### src/rtl/det_sweep_pkg.sv
// Shared widths, FSM state encoding and constants for the detector sweep controller.
package det_sweep_pkg;

    localparam int VEC_W = 9;
    localparam int CNT_W = VEC_W + 1;
    localparam logic [VEC_W-1:0] ALL_ONES = '1;

    typedef enum logic [2:0] {
        IDLE,
        LOAD,
        SETTLE,
        SAMPLE,
        DONE
    } sweep_state_t;

endpackage

### src/rtl/det_sweep_addr_gen.sv
// Vector generator for the sweep: latches the range end, walks the current vector
// upward with wrap-around and flags the last vector of the range.
module det_sweep_addr_gen
    import det_sweep_pkg::*;
(
    input  logic             clk,
    input  logic             rst,
    input  logic             load,
    input  logic             advance,
    input  logic [VEC_W-1:0] cfgLo,
    input  logic [VEC_W-1:0] cfgHi,
    output logic [VEC_W-1:0] cur,
    output logic             isLast
);

    logic [VEC_W-1:0] hiQ;

    // Only the end bound needs keeping; the start bound seeds the current vector.
    always_ff @(posedge clk or posedge rst) begin
        if (rst) begin
            cur <= '0;
            hiQ <= '0;
        end else if (load) begin
            cur <= cfgLo;
            hiQ <= cfgHi;
        end else if (advance) begin
            cur <= cur + VEC_W'(1);
        end
    end

    assign isLast = (cur == hiQ);

endmodule

### src/rtl/det_sweep_ctrl.sv
// Sweep sequencer driving two all-ones detectors and comparing their responses.
// Optional golden-model error counters are enabled by defining DET_SWEEP_GOLDEN_EN.
module det_sweep_ctrl
    import det_sweep_pkg::*;
#(
    parameter int SETTLE_CYCLES = 1
) (
    input  logic             clk,
    input  logic             rst,
    input  logic             start,
    input  logic             abort,
    input  logic [VEC_W-1:0] cfg_lo,
    input  logic [VEC_W-1:0] cfg_hi,
    input  logic             det1_bit,
    input  logic             det2_bit,
    output logic [VEC_W-1:0] M,
    output logic             busy,
    output logic             done,
    output logic [CNT_W-1:0] hit_cnt,
    output logic [CNT_W-1:0] mismatch_cnt,
    output logic             first_mm_valid,
`ifdef DET_SWEEP_GOLDEN_EN
    output logic [CNT_W-1:0] err1_cnt,
    output logic [CNT_W-1:0] err2_cnt,
`endif
    output logic [VEC_W-1:0] first_mm_vec
);

    localparam logic [3:0] SETTLE_INIT = 4'(SETTLE_CYCLES - 1);

    sweep_state_t     state;
    logic [3:0]       settleCnt;
    logic [VEC_W-1:0] curVec;
    logic             isLast;
    logic             accept;
    logic             advance;
    logic             bitsDiffer;

    // Abort takes priority over a start arriving in the same cycle.
    assign accept     = start && !abort && (state == IDLE || state == DONE);
    assign advance    = (state == SAMPLE) && !abort && !isLast;
    assign bitsDiffer = (det1_bit != det2_bit);

    det_sweep_addr_gen u_addr_gen (
        .clk    (clk),
        .rst    (rst),
        .load   (accept),
        .advance(advance),
        .cfgLo  (cfg_lo),
        .cfgHi  (cfg_hi),
        .cur    (curVec),
        .isLast (isLast)
    );

    always_ff @(posedge clk or posedge rst) begin
        if (rst) begin
            state          <= IDLE;
            settleCnt      <= '0;
            M              <= '0;
            busy           <= 1'b0;
            done           <= 1'b0;
            hit_cnt        <= '0;
            mismatch_cnt   <= '0;
            first_mm_valid <= 1'b0;
            first_mm_vec   <= '0;
`ifdef DET_SWEEP_GOLDEN_EN
            err1_cnt       <= '0;
            err2_cnt       <= '0;
`endif
        end else if (abort && state != IDLE) begin
            state <= IDLE;
            busy  <= 1'b0;
            done  <= 1'b0;
        end else begin
            case (state)
                IDLE, DONE: begin
                    if (accept) begin
                        state          <= LOAD;
                        busy           <= 1'b1;
                        done           <= 1'b0;
                        hit_cnt        <= '0;
                        mismatch_cnt   <= '0;
                        first_mm_valid <= 1'b0;
                        first_mm_vec   <= '0;
`ifdef DET_SWEEP_GOLDEN_EN
                        err1_cnt       <= '0;
                        err2_cnt       <= '0;
`endif
                    end
                end
                LOAD: begin
                    M         <= curVec;
                    settleCnt <= SETTLE_INIT;
                    state     <= SETTLE;
                end
                SETTLE: begin
                    if (settleCnt == 4'd0) begin
                        state <= SAMPLE;
                    end else begin
                        settleCnt <= settleCnt - 4'd1;
                    end
                end
                SAMPLE: begin
                    hit_cnt      <= hit_cnt + CNT_W'(det1_bit & det2_bit);
                    mismatch_cnt <= mismatch_cnt + CNT_W'(bitsDiffer);
                    if (bitsDiffer && !first_mm_valid) begin
                        first_mm_valid <= 1'b1;
                        first_mm_vec   <= M;
                    end
`ifdef DET_SWEEP_GOLDEN_EN
                    err1_cnt <= err1_cnt + CNT_W'(det1_bit != (M == ALL_ONES));
                    err2_cnt <= err2_cnt + CNT_W'(det2_bit != (M == ALL_ONES));
`endif
                    if (isLast) begin
                        state <= DONE;
                        busy  <= 1'b0;
                        done  <= 1'b1;
                    end else begin
                        state <= LOAD;
                    end
                end
                default: state <= IDLE;
            endcase
        end
    end

endmodule

### config.mk
export PLATFORM = sky130hd
export DESIGN_NAME = det_sweep_ctrl
export DESIGN_NICKNAME = d
export VERILOG_FILES = /design/src/rtl/det_sweep_pkg.sv /design/src/rtl/det_sweep_addr_gen.sv /design/src/rtl/det_sweep_ctrl.sv
export SDC_FILE = /design/constraint.sdc
export NUM_CORES = 1
export LEC_CHECK = 0
export CORE_ASPECT_RATIO = 1.1
export CORE_MARGIN = 10
export CORE_UTILIZATION = 48
export CTS_BUF_LIST = sky130_fd_sc_hd__clkbuf_2
export DETAILED_ROUTE_END_ITERATION = 10
export HOLD_SLACK_MARGIN = 0.05
export PLACE_DENSITY = 0.74
export SYNTH_ARGS = -nofsm -noshare
export SYNTH_HDL_FRONTEND = slang
export SYNTH_HIERARCHICAL = 1
export SYNTH_SLANG_ARGS = --single-unit
### constraint.sdc
create_clock -name clk -period 2.52 [get_ports clk]
set_input_delay 0.63 -clock clk [delete_from_list [all_inputs] [get_ports clk]]
set_output_delay 0.63 -clock clk [all_outputs]
set_load 0.1 [all_outputs]
==> run_results.csv <==
group,metric,value,unit
grt,grt_pass1_wl,12.07,mm
route,drt-total-wl,7.364,mm
route,highest-signal-layer,"met4",
synth,syn_area_per_cell,11.27,µm²
synth,yosys.area.top_type_share,50.19,%
pwr,seqPwrFrac,39.6,%
floorplanning,die_width,98.95,µm
placement,place_ws,0.01309,ns
pwr,p_clk_share,13.9,%
sta,tightestPinTransition,0.7689,ns
grt,grt_use_total,13.89,%
sta,relSlewSlack,48.50,%
route,dr_wl_met3,446,µm
floorplanning,rows,31,
sta,rsz0062_at_grt,"false",
route,drc,0,
sta,fin_crit_sh,83.71,%
synth,seq_area_frac_synth,50.19,%
sta,fin_crit,2.110,ns
finish,seq_area,1652,µm²
placement,dp_hpwl,5.681,mm
placement,post_dp_cell_area,3998,µm²
synth,syn_nets,326,
pwr,power,4302,µW
critical_path,r2r-end,"u_addr_gen/cur[3]",
floorplanning,die-area,10570,µm²
route,ant_nets,0,
clock_tree,numCtsBuffers,9,
pwr,ir_drop,0.7057,mV
clock_tree,cts_root_buf,"clkbuf_2",
finish,drive_above_1_share,27.81,%
grt,antenna_found_initial,0,
sta,maxSlewViolCount,0,
pwr,pwr-share-comb,46.5,%
finish,multi_input_area,1521,µm²
critical_path,path_max_fanout,5,
synth,synth.distinct_cells,48,
clock_tree,cts_setup_buffers,0,
synth,yosys_warnings,6,
synth,ys_ff_latch,66,
clock_tree,cts_tree,"built",
sta,skew,0.02706,ns
placement,place.gp.congestion,0.7949,
critical_path,cp.required,2.89,ns
finish,fin_area,4105,µm²
sta,fin_tns_setup,0,ns
critical_path,timing.rr.start,"u_addr_gen/cur[8]",
sta,hold_viol,0,
sta,worst_slack,0.4105,ns
finish,num-nets-final,403,
clock_tree,insertion_delay,0.48,ns
critical_path,r2r_cells,8,
pwr,power_density,1048,nW/µm²
synth,synthTopCellsByArea,"dfrtp_1, mux2_2, xnor2_1",
route,wl_met2,3.586,mm
route,wire_per_inst,16.15,µm
synth,yosysTopAreaCell,"dfrtp_1",
pwr,internal-power,2256,µW
synth,synthCells,292,
finish,num_antenna_cells,0,
route,viasPerCell,5.450,
sta,setup-violations-final,0,
critical_path,arrival,2.48,ns
clock_tree,htreeDepth,3,
clock_tree,clock-sinks,66,
route,routed-via-count,2485,
critical_path,path_class,"reg2reg",
placement,io_buffers,64,
finish,fillCellCount,578,
floorplanning,core-area,6633,µm²
pwr,p_leak,0.001873,µW
sta,fmax,474.0,MHz
critical_path,startpoint_type,"flop",
job,maxCapViolCount,0,
synth,ys.flop_type,"dfrtp_1",
floorplanning,die_y,106.8,µm
critical_path,r2r_slack,0.41,ns
synth,synth_area,3291,µm²
status,status,"finished clean",
pwr,p_sw,2046,µW
min_path,worst_hold_path_type,"in2async",
critical_path,endpoint_kind,"flop",
floorplanning,initial_utilization,49.61,%
route,drt-met1-wl,3.256,mm
route,drt_iter0_drc,64,
clock_tree,clkSlewWorstSetupHoldPaths,0.19,ns
grt,grt-ovfl-total,0,
grt,grt_pass1_vias,2529,
grt,grt_max_degree,38,
clock_tree,postCtsHoldBufs,0,
finish,utilization,61.89,%
synth,synthArstFlopShare,100.0,%
floorplanning,io_pins,65,
pwr,swShare,47.56,%
route,drt-pass1-iter-count,4,
finish,syn_to_final_growth,24.75,%
synth,synth-edff-count,0,
clock_tree,cts_resized,0,
clock_tree,clockBufferDepth,2,
==> registers in the layout, summed over array words and instances (netlist names) <==
name and cells:
u_addr_gen/cur 9, M 9, mismatch_cnt 10, settleCnt 4
hit_cnt 10, done 1, first_mm_valid 1, first_mm_vec 9
u_addr_gen/hiQ 9, state 3, busy 1
==> cell usage after synthesis, types with 6 or more instances <==
cell	number
buf_2	7
nand3_1	9
xnor2_1	15
a22o_1	14
nand4_1	6
inv_1	6
nor2_1	17
ha_1	10
xor2_1	11
nand2_1	23
a21oi_1	9
dfrtp_1	66
mux2_2	18
o21ai_0	18
==> worst max path at each step <==
stage	startpoint	endpoint
final	u_addr_gen/cur[8]	u_addr_gen/cur[3]
after global routing	settleCnt[0]	settleCnt[3]
after CTS	u_addr_gen/cur[2]	u_addr_gen/cur[3]
after detailed placement	abort	hit_cnt[8]
after global placement	abort	hit_cnt[8]
after floorplan	abort	u_addr_gen/hiQ[0]
==> layout make-up <==
| cell class | count | area share, % |
|---|---|---|
| multi-input combinational | 204 | 37.06 |
| tap | 82 | 2.499 |
| clock inverter | 6 | 1.402 |
| timing repair buffer | 81 | 16.82 |
| inverter | 7 | 0.7620 |
| sequential | 66 | 40.23 |
| clock buffer | 10 | 1.219 |
==> layer usage <==
layer  vias up  GRT usage [%]
met5         -              0
met4         0          4.303
met3         7          4.560
met2        60          22.44
met1      1214          17.18
li1       1204              -
==> worst max-delay path: stages (launching register included) <==
cell and delay, ns:
dfrtp_1 0.45, xnor2_1 0.25, nand3_1 0.12, nor4_1 0.47, nor2_1 0.19, buf_4 0.20, nand4_1 0.10, xor2_1 0.15
o21ai_0 0.09
==> stage by stage <==
step	hold WS (ns)	std cells
finish	0.4351	456
global route	0.4044	456
CTS	0.4235	456
detailed placement	0.4668	440
global placement	0.4591	440
floorplan	0.4653	292
==> layout by cell type, fill, tap and decap left out, types with 3 or more instances in the layout <==
cell / netlist / routed
xor2_1: 11 / 11
or4_1: 3 / 3
nor2_1: 17 / 17
nand3_1: 9 / 9
buf_4: 1 / 56
and3_1: 3 / 3
clkbuf_2: 1 / 10
a21oi_1: 9 / 9
clkdlybuf4s50_1: 0 / 23
nor2b_1: 4 / 4
mux2_2: 18 / 18
o31a_1: 3 / 3
inv_1: 6 / 5
nand2_1: 23 / 23
or3_1: 5 / 5
o2111ai_1: 3 / 3
a211oi_2: 4 / 4
ha_1: 10 / 10
o21ai_0: 18 / 18
nand2b_1: 4 / 4
a22o_1: 14 / 14
dfrtp_1: 66 / 66
xnor2_1: 15 / 15
nand4_1: 6 / 6
==> power groups by stage <==
stage                     Clock (µW)  Combinational [µW]  Sequential [µW]
after global routing             666                2130             1760
final                            596                2000             1710
after global placement             0                1980             1720
after detailed placement           0                2020             1730
after CTS                        615                2020             1710
after floorplan                    0                 827             2420
==> logic make-up (layout without fill, tap and decap cells) <==
family	after synthesis	after routing	synth area share [%]
adder cells (fa/ha/maj)	10	10	3.802
buffers and inverters	22	104	3.764
AND/OR/NAND/NOR	88	88	14.56
AO/OA/AOI/OAI	60	60	13.99
flip-flops	66	66	50.19
multiplexers	20	20	6.768
XOR/XNOR	26	26	6.920
Note: power is estimated with default switching activity, not from simulation.
==> RTL change 1: new RTL, config.mk and constraints unchanged <==
Set the package constant `VEC_W` to 18 (it was 9).
--- a/src/rtl/det_sweep_pkg.sv
+++ b/src/rtl/det_sweep_pkg.sv
@@ -1,7 +1,7 @@
 // Shared widths, FSM state encoding and constants for the detector sweep controller.
 package det_sweep_pkg;
 
-    localparam int VEC_W = 9;
+    localparam int VEC_W = 18;
     localparam int CNT_W = VEC_W + 1;
     localparam logic [VEC_W-1:0] ALL_ONES = '1;
 
Interface: changed (6 resized); port bits go from 65 to 119. No check against the original RTL was run, so the function may have changed too.
==> RTL change 1 against the original RTL <==
Total power increased by 66%; cell count up 99%; critical path depth increased by 4; wire length rose by 110%; sequential cell count rose by 54; area after synthesis is 78% higher; cell area grew 87%; worst setup slack lost 280 ps; critical path type unchanged.
==> RTL change 1: results <==
group,metric,value,unit
status,status,"complete, no violations",
placed_design,place_ws,-336,ps
placed_design,port_buffers,118,
final_layout,reg_top3,"hit_cnt: 19 flops, mismatch_cnt: 19 flops",
timing,clock_skew,22.3,ps
final_layout,fin_nets,791,
detailed_routing,routedWlPerCell,16.9,µm
critical_path,critical_path.max_stage_delay,420,ps
detailed_routing,first_pass_iters,5,
cts,htreeDepth,4,
detailed_routing,via_per_inst,5.41,
grt,met2_usage,30.5,%
placed_design,postPlaceCellArea,0.00739,mm²
cts,clock_latency,690,ps
critical_path,timing.rr.end,"u_addr_gen/cur[16]$_DFFE_PP0P_",
detailed_routing,first_iter_violations,414,
grt,antenna_found_initial,0,
critical_path,arrival,2990,ps
grt,grtUsageMet3,5.03,%
critical_path,regToRegSetupSlack,130,ps
synthesis,synth.top_cell.area_share,51.3,%
grt,grt_pass1_wl,25900,µm
power_and_ir_drop,p_leak,3.36,nW
placed_design,placedCellCount,871,
synthesis,ys_types,57,
placed_design,hpwlAfterDp,11700,µm
synthesis,synthTopCellsByCount,"dfrtp_1 (120), nand2_1 (80), mux2_2 (26), nor2_1 (26), o21ai_0 (25)",
timing,whs,340,ps
critical_path,reg2reg_from,"u_addr_gen/hiQ[9]$_DFFE_PP0P_",
grt,grt_pass1_vias,5143,
synthesis,syn_inst,572,
synthesis,ys_top_cells_by_area,"dfrtp_1 (51%), nand2_1 (5.1%), mux2_2 (5.0%)",
critical_path,critPathMaxFanout,8,
grt,grtUsageMet1,22.7,%
synthesis,syn-num-nets,622,
final_layout,antenna_cells,0,
synthesis,yosys_warnings,6,
placed_design,place_congestion,0.825,
detailed_routing,dr_total_vias,4916,
critical_path,cp_slowest_cell,"dfrtp_1",
grt,grt_max_degree,39,
final_layout,drive_gt1_share,28.4,%
timing,worst_pin_slew,579,ps
critical_path,r2r_cells,12,
power_and_ir_drop,ir_worst_vdd,0.869,mV
grt,grt_usage,18.3,%
cts,cts_made_buffers,17,
synthesis,synth-seq-area-share,51.3,%
[RTL change 1: metal layers]
| metal | vias to the layer above | wire, µm |
|---|---|---|
| met5 | - | 0 |
| met4 | 0 | 189 |
| met3 | 21 | 881 |
| met2 | 137 | 7690 |
| met1 | 2378 | 6600 |
| li1 | 2380 | - |
[RTL change 1: cell families after synthesis]
group / after synthesis / share of synthesized area [%]
DFF: 120 / 51.3
and+or+nand+nor: 206 / 18.4
xor gates and xnor gates: 40 / 5.98
buffers and inverters: 45 / 3.29
AOI/OAI and AO/OA: 111 / 11.5
muxes: 42 / 7.95
adders and majority gates: 8 / 1.71
[RTL change 1: where the power goes]
part | internal (W) | switching [W] | leakage [nW]
combinational | 0.00105 | 0.00216 | 1.69
sequential | 0.00238 | 0.000391 | 1.55
clock | 0.000443 | 0.000739 | 0.128
total | 0.00387 | 0.00329 | 3.36
[RTL change 1: how the worst max path moves through the flow]
stage          cells after the start  slack (ps)                        endpoint                          start
2_1_floorplan                      8         -30  u_addr_gen/hiQ[10]$_DFFE_PP0P_                          abort
3_3_place_gp                       9        -240    mismatch_cnt[12]$_DFFE_PP0P_                       det1_bit
3_5_place_dp                       8        -340    mismatch_cnt[14]$_DFFE_PP0P_                       det1_bit
4_1_cts                           12           6   u_addr_gen/cur[6]$_DFFE_PP0P_  u_addr_gen/hiQ[9]$_DFFE_PP0P_
5_1_grt                           13          -2   u_addr_gen/cur[9]$_DFFE_PP0P_  u_addr_gen/hiQ[9]$_DFFE_PP0P_
6_report                          12         130  u_addr_gen/cur[16]$_DFFE_PP0P_  u_addr_gen/hiQ[9]$_DFFE_PP0P_
[RTL change 1: what timing repair did]
| item | in CTS | in global routing |
|---|---|---|
| endpoints found under the hold margin | 0 | 0 |
| setup endpoints to repair | 4 | 13 |
| buffers inserted | 0 | 5 |
| gates resized for setup | 1 | 4 |
| pin swaps | 1 | 6 |
[RTL change 1: critical path: cells and delay by family, from the launching register on]
family	cells	cell delay, ps
and+or+nand+nor	7	980
buffers and inverters	3	510
DFF	1	420
AOI/OAI and AO/OA	1	240
xor gates and xnor gates	1	160
[RTL change 1: cell type report]
| class | count | area [µm²] |
|---|---|---|
| Tap cell | 154 | 193 |
| Inverter | 16 | 65.1 |
| Fill cell | 1004 | 4310 |
| Multi-Input combinational cell | 407 | 2690 |
| Clock buffer | 18 | 90.1 |
| Sequential cell | 120 | 3010 |
| Clock inverter | 14 | 134 |
| Timing Repair Buffer | 179 | 1500 |
==> RTL change 2: new RTL, same flow settings <==
Without the edit above. Register the output `mismatch_cnt` once more, cleared by the reset; this adds one clock of latency there. The other outputs are not delayed to match.
--- a/src/rtl/det_sweep_ctrl.sv
+++ b/src/rtl/det_sweep_ctrl.sv
@@ -27,6 +27,8 @@
 );
 
     localparam logic [3:0] SETTLE_INIT = 4'(SETTLE_CYCLES - 1);
+
+    logic [CNT_W-1:0] mismatch_cnt_s0;
 
     sweep_state_t     state;
     logic [3:0]       settleCnt;
@@ -60,7 +62,7 @@
             busy           <= 1'b0;
             done           <= 1'b0;
             hit_cnt        <= '0;
-            mismatch_cnt   <= '0;
+            mismatch_cnt_s0 <= '0;
             first_mm_valid <= 1'b0;
             first_mm_vec   <= '0;
 `ifdef DET_SWEEP_GOLDEN_EN
@@ -79,7 +81,7 @@
                         busy           <= 1'b1;
                         done           <= 1'b0;
                         hit_cnt        <= '0;
-                        mismatch_cnt   <= '0;
+                        mismatch_cnt_s0 <= '0;
                         first_mm_valid <= 1'b0;
                         first_mm_vec   <= '0;
 `ifdef DET_SWEEP_GOLDEN_EN
@@ -102,7 +104,7 @@
                 end
                 SAMPLE: begin
                     hit_cnt      <= hit_cnt + CNT_W'(det1_bit & det2_bit);
-                    mismatch_cnt <= mismatch_cnt + CNT_W'(bitsDiffer);
+                    mismatch_cnt_s0 <= mismatch_cnt_s0 + CNT_W'(bitsDiffer);
                     if (bitsDiffer && !first_mm_valid) begin
                         first_mm_valid <= 1'b1;
                         first_mm_vec   <= M;
@@ -124,5 +126,13 @@
         end
     end
 
+    always_ff @(posedge clk or posedge rst) begin
+        if (rst) begin
+            mismatch_cnt <= '0;
+        end else begin
+            mismatch_cnt <= mismatch_cnt_s0;
+        end
+    end
+
 endmodule
 
Behaviour: not the same (Yosys sat finds a counterexample within 10 cycles, from zero or initial values and one cycle with rst high).
==> RTL change 2 against the original RTL <==
Combinational power is 7% lower; total power is 1.1% lower; wire length grew 0.90%; die area grew 6.3%; clock power decreased by 7.0%; worst setup slack got worse by 64 ps; area after synthesis grew 7.8%; sequential cell count increased by 10; cell area up 5.3%; clock skew decreased by 6.2 ps; largest cell class unchanged; largest power group unchanged.
==> RTL change 2: results <==
group,metric,value,unit
hold_path,hp-class,"reg2reg",
critical_path,arrival,2630,ps
synthesis,ys_types,47,
power_and_ir_drop,ir_worst_vdd,0.584,mV
grt,met2_usage,23.4,%
synthesis,ys_top_cells_by_area,"dfrtp_1 (54%), nand2_1 (4.7%), o21ai_0 (4.4%)",
timing,worst_pin_slew,697,ps
placed_design,place_congestion,0.749,
cts,cts-root-buf,"clkbuf_2",
synthesis,synthTopCellsByCount,"dfrtp_1 (76), nand2_1 (44), o21ai_0 (31)",
grt,grtUsageMet1,17.2,%
detailed_routing,dr_total_vias,2628,
synthesis,syn-num-nets,367,
detailed_routing,first_pass_iters,4,
cts,clock_latency,520,ps
critical_path,critPathMaxFanout,8,
cts,path_clk_slew,220,ps
critical_path,r2r_cells,9,
detailed_routing,first_iter_violations,105,
final_layout,reg_top3,"hit_cnt: 10 flops, mismatch_cnt: 10 flops, mismatch_cnt_s0: 10 flops",
grt,grt_max_degree,59,
grt,grt_usage,14.2,%
placed_design,place_ws,-28.6,ps
critical_path,regToRegSetupSlack,350,ps
final_layout,fin_nets,438,
power_and_ir_drop,p_leak,2.01,nW
final_layout,drive_gt1_share,21.6,%
status,status,"complete, no violations",
timing,fmax,460,MHz
critical_path,critical_path.max_stage_delay,510,ps
grt,grt_pass1_wl,12800,µm
synthesis,synth-seq-area-share,53.6,%
timing,clock_skew,20.9,ps
critical_path,cp_slowest_cell,"dfrtp_1",
grt,grtUsageMet3,4.23,%
-- RTL change 2: cell types whose count changed in the layout (fill, tap and decap cells not counted), moves of 9 or more --
cell     unedited run  this run
nand2_1            23        44
a22o_1             14         0
nand3_1             9        23
o21ai_0            18        31
dfrtp_1            66        76
inv_1               5        15
mux2_2             18         9
-- RTL change 2: cell families (layout without fill, tap and decap cells) --
family | Yosys count | in the layout | share of synthesized area [%]
flops | 76 | 76 | 53.6
compound gates | 49 | 49 | 9.07
fa+ha+maj | 10 | 10 | 3.53
xor+xnor | 27 | 27 | 6.67
buf+inv | 35 | 110 | 4.73
simple gates | 122 | 122 | 18.1
mux | 14 | 14 | 4.27
-- RTL change 2: area by class of cell --
class | instances | area, µm²
fill | 612 | 2760
sequential | 76 | 1900
multi-input combinational | 222 | 1480
timing repair buffer | 78 | 681
tap | 85 | 106
inverter | 17 | 63.8
clock buffer | 9 | 45.0
clock inverter | 6 | 41.3
-- RTL change 2: per-stage QoR --
stage	hold slack, ps	total power [W]	cell area (µm²)	cells	TNS [ps]
after floorplan	366	0.00327	3550	333	0
after global placement	389	0.00370	4240	478	0
after detailed placement	408	0.00375	4240	478	-28.6
after CTS	460	0.00430	4320	493	0
after global routing	474	0.00453	4320	493	0
final	449	0.00425	4320	493	0
-- RTL change 2: final timing paths --
path	from	to
min in group asynchronous	rst	first_mm_vec[1]$_DFFE_PP0P_
worst min-delay path	mismatch_cnt_s0[9]$_DFFE_PP0P_	mismatch_cnt[9]$_DFF_PP0_
max in group asynchronous	rst	u_addr_gen/cur[8]$_DFFE_PP0P_
worst max-delay path	u_addr_gen/cur[1]$_DFFE_PP0P_	u_addr_gen/cur[8]$_DFFE_PP0P_
worst min register to register	mismatch_cnt_s0[9]$_DFFE_PP0P_	mismatch_cnt[9]$_DFF_PP0_
worst max register to register	u_addr_gen/cur[1]$_DFFE_PP0P_	u_addr_gen/cur[8]$_DFFE_PP0P_
-- RTL change 2: power breakdown --
| part | leakage, nW | switching (W) | total (W) | internal [W] |
|---|---|---|---|---|
| logic | 0.955 | 0.00128 | 0.00186 | 0.000586 |
| registers | 1.00 | 0.000324 | 0.00183 | 0.00151 |
| clock network | 0.0518 | 0.000430 | 0.000554 | 0.000124 |
| total | 2.01 | 0.00203 | 0.00425 | 0.00222 |
-- RTL change 2: routing by layer --
metal | wire, µm | vias to the layer above | part of all wire, %
li1 | - | 1288 | -
met5 | 0 | - | 0
met3 | 481 | 13 | 6.5
met2 | 3480 | 61 | 47
met4 | 121 | 0 | 1.6
met1 | 3350 | 1266 | 45
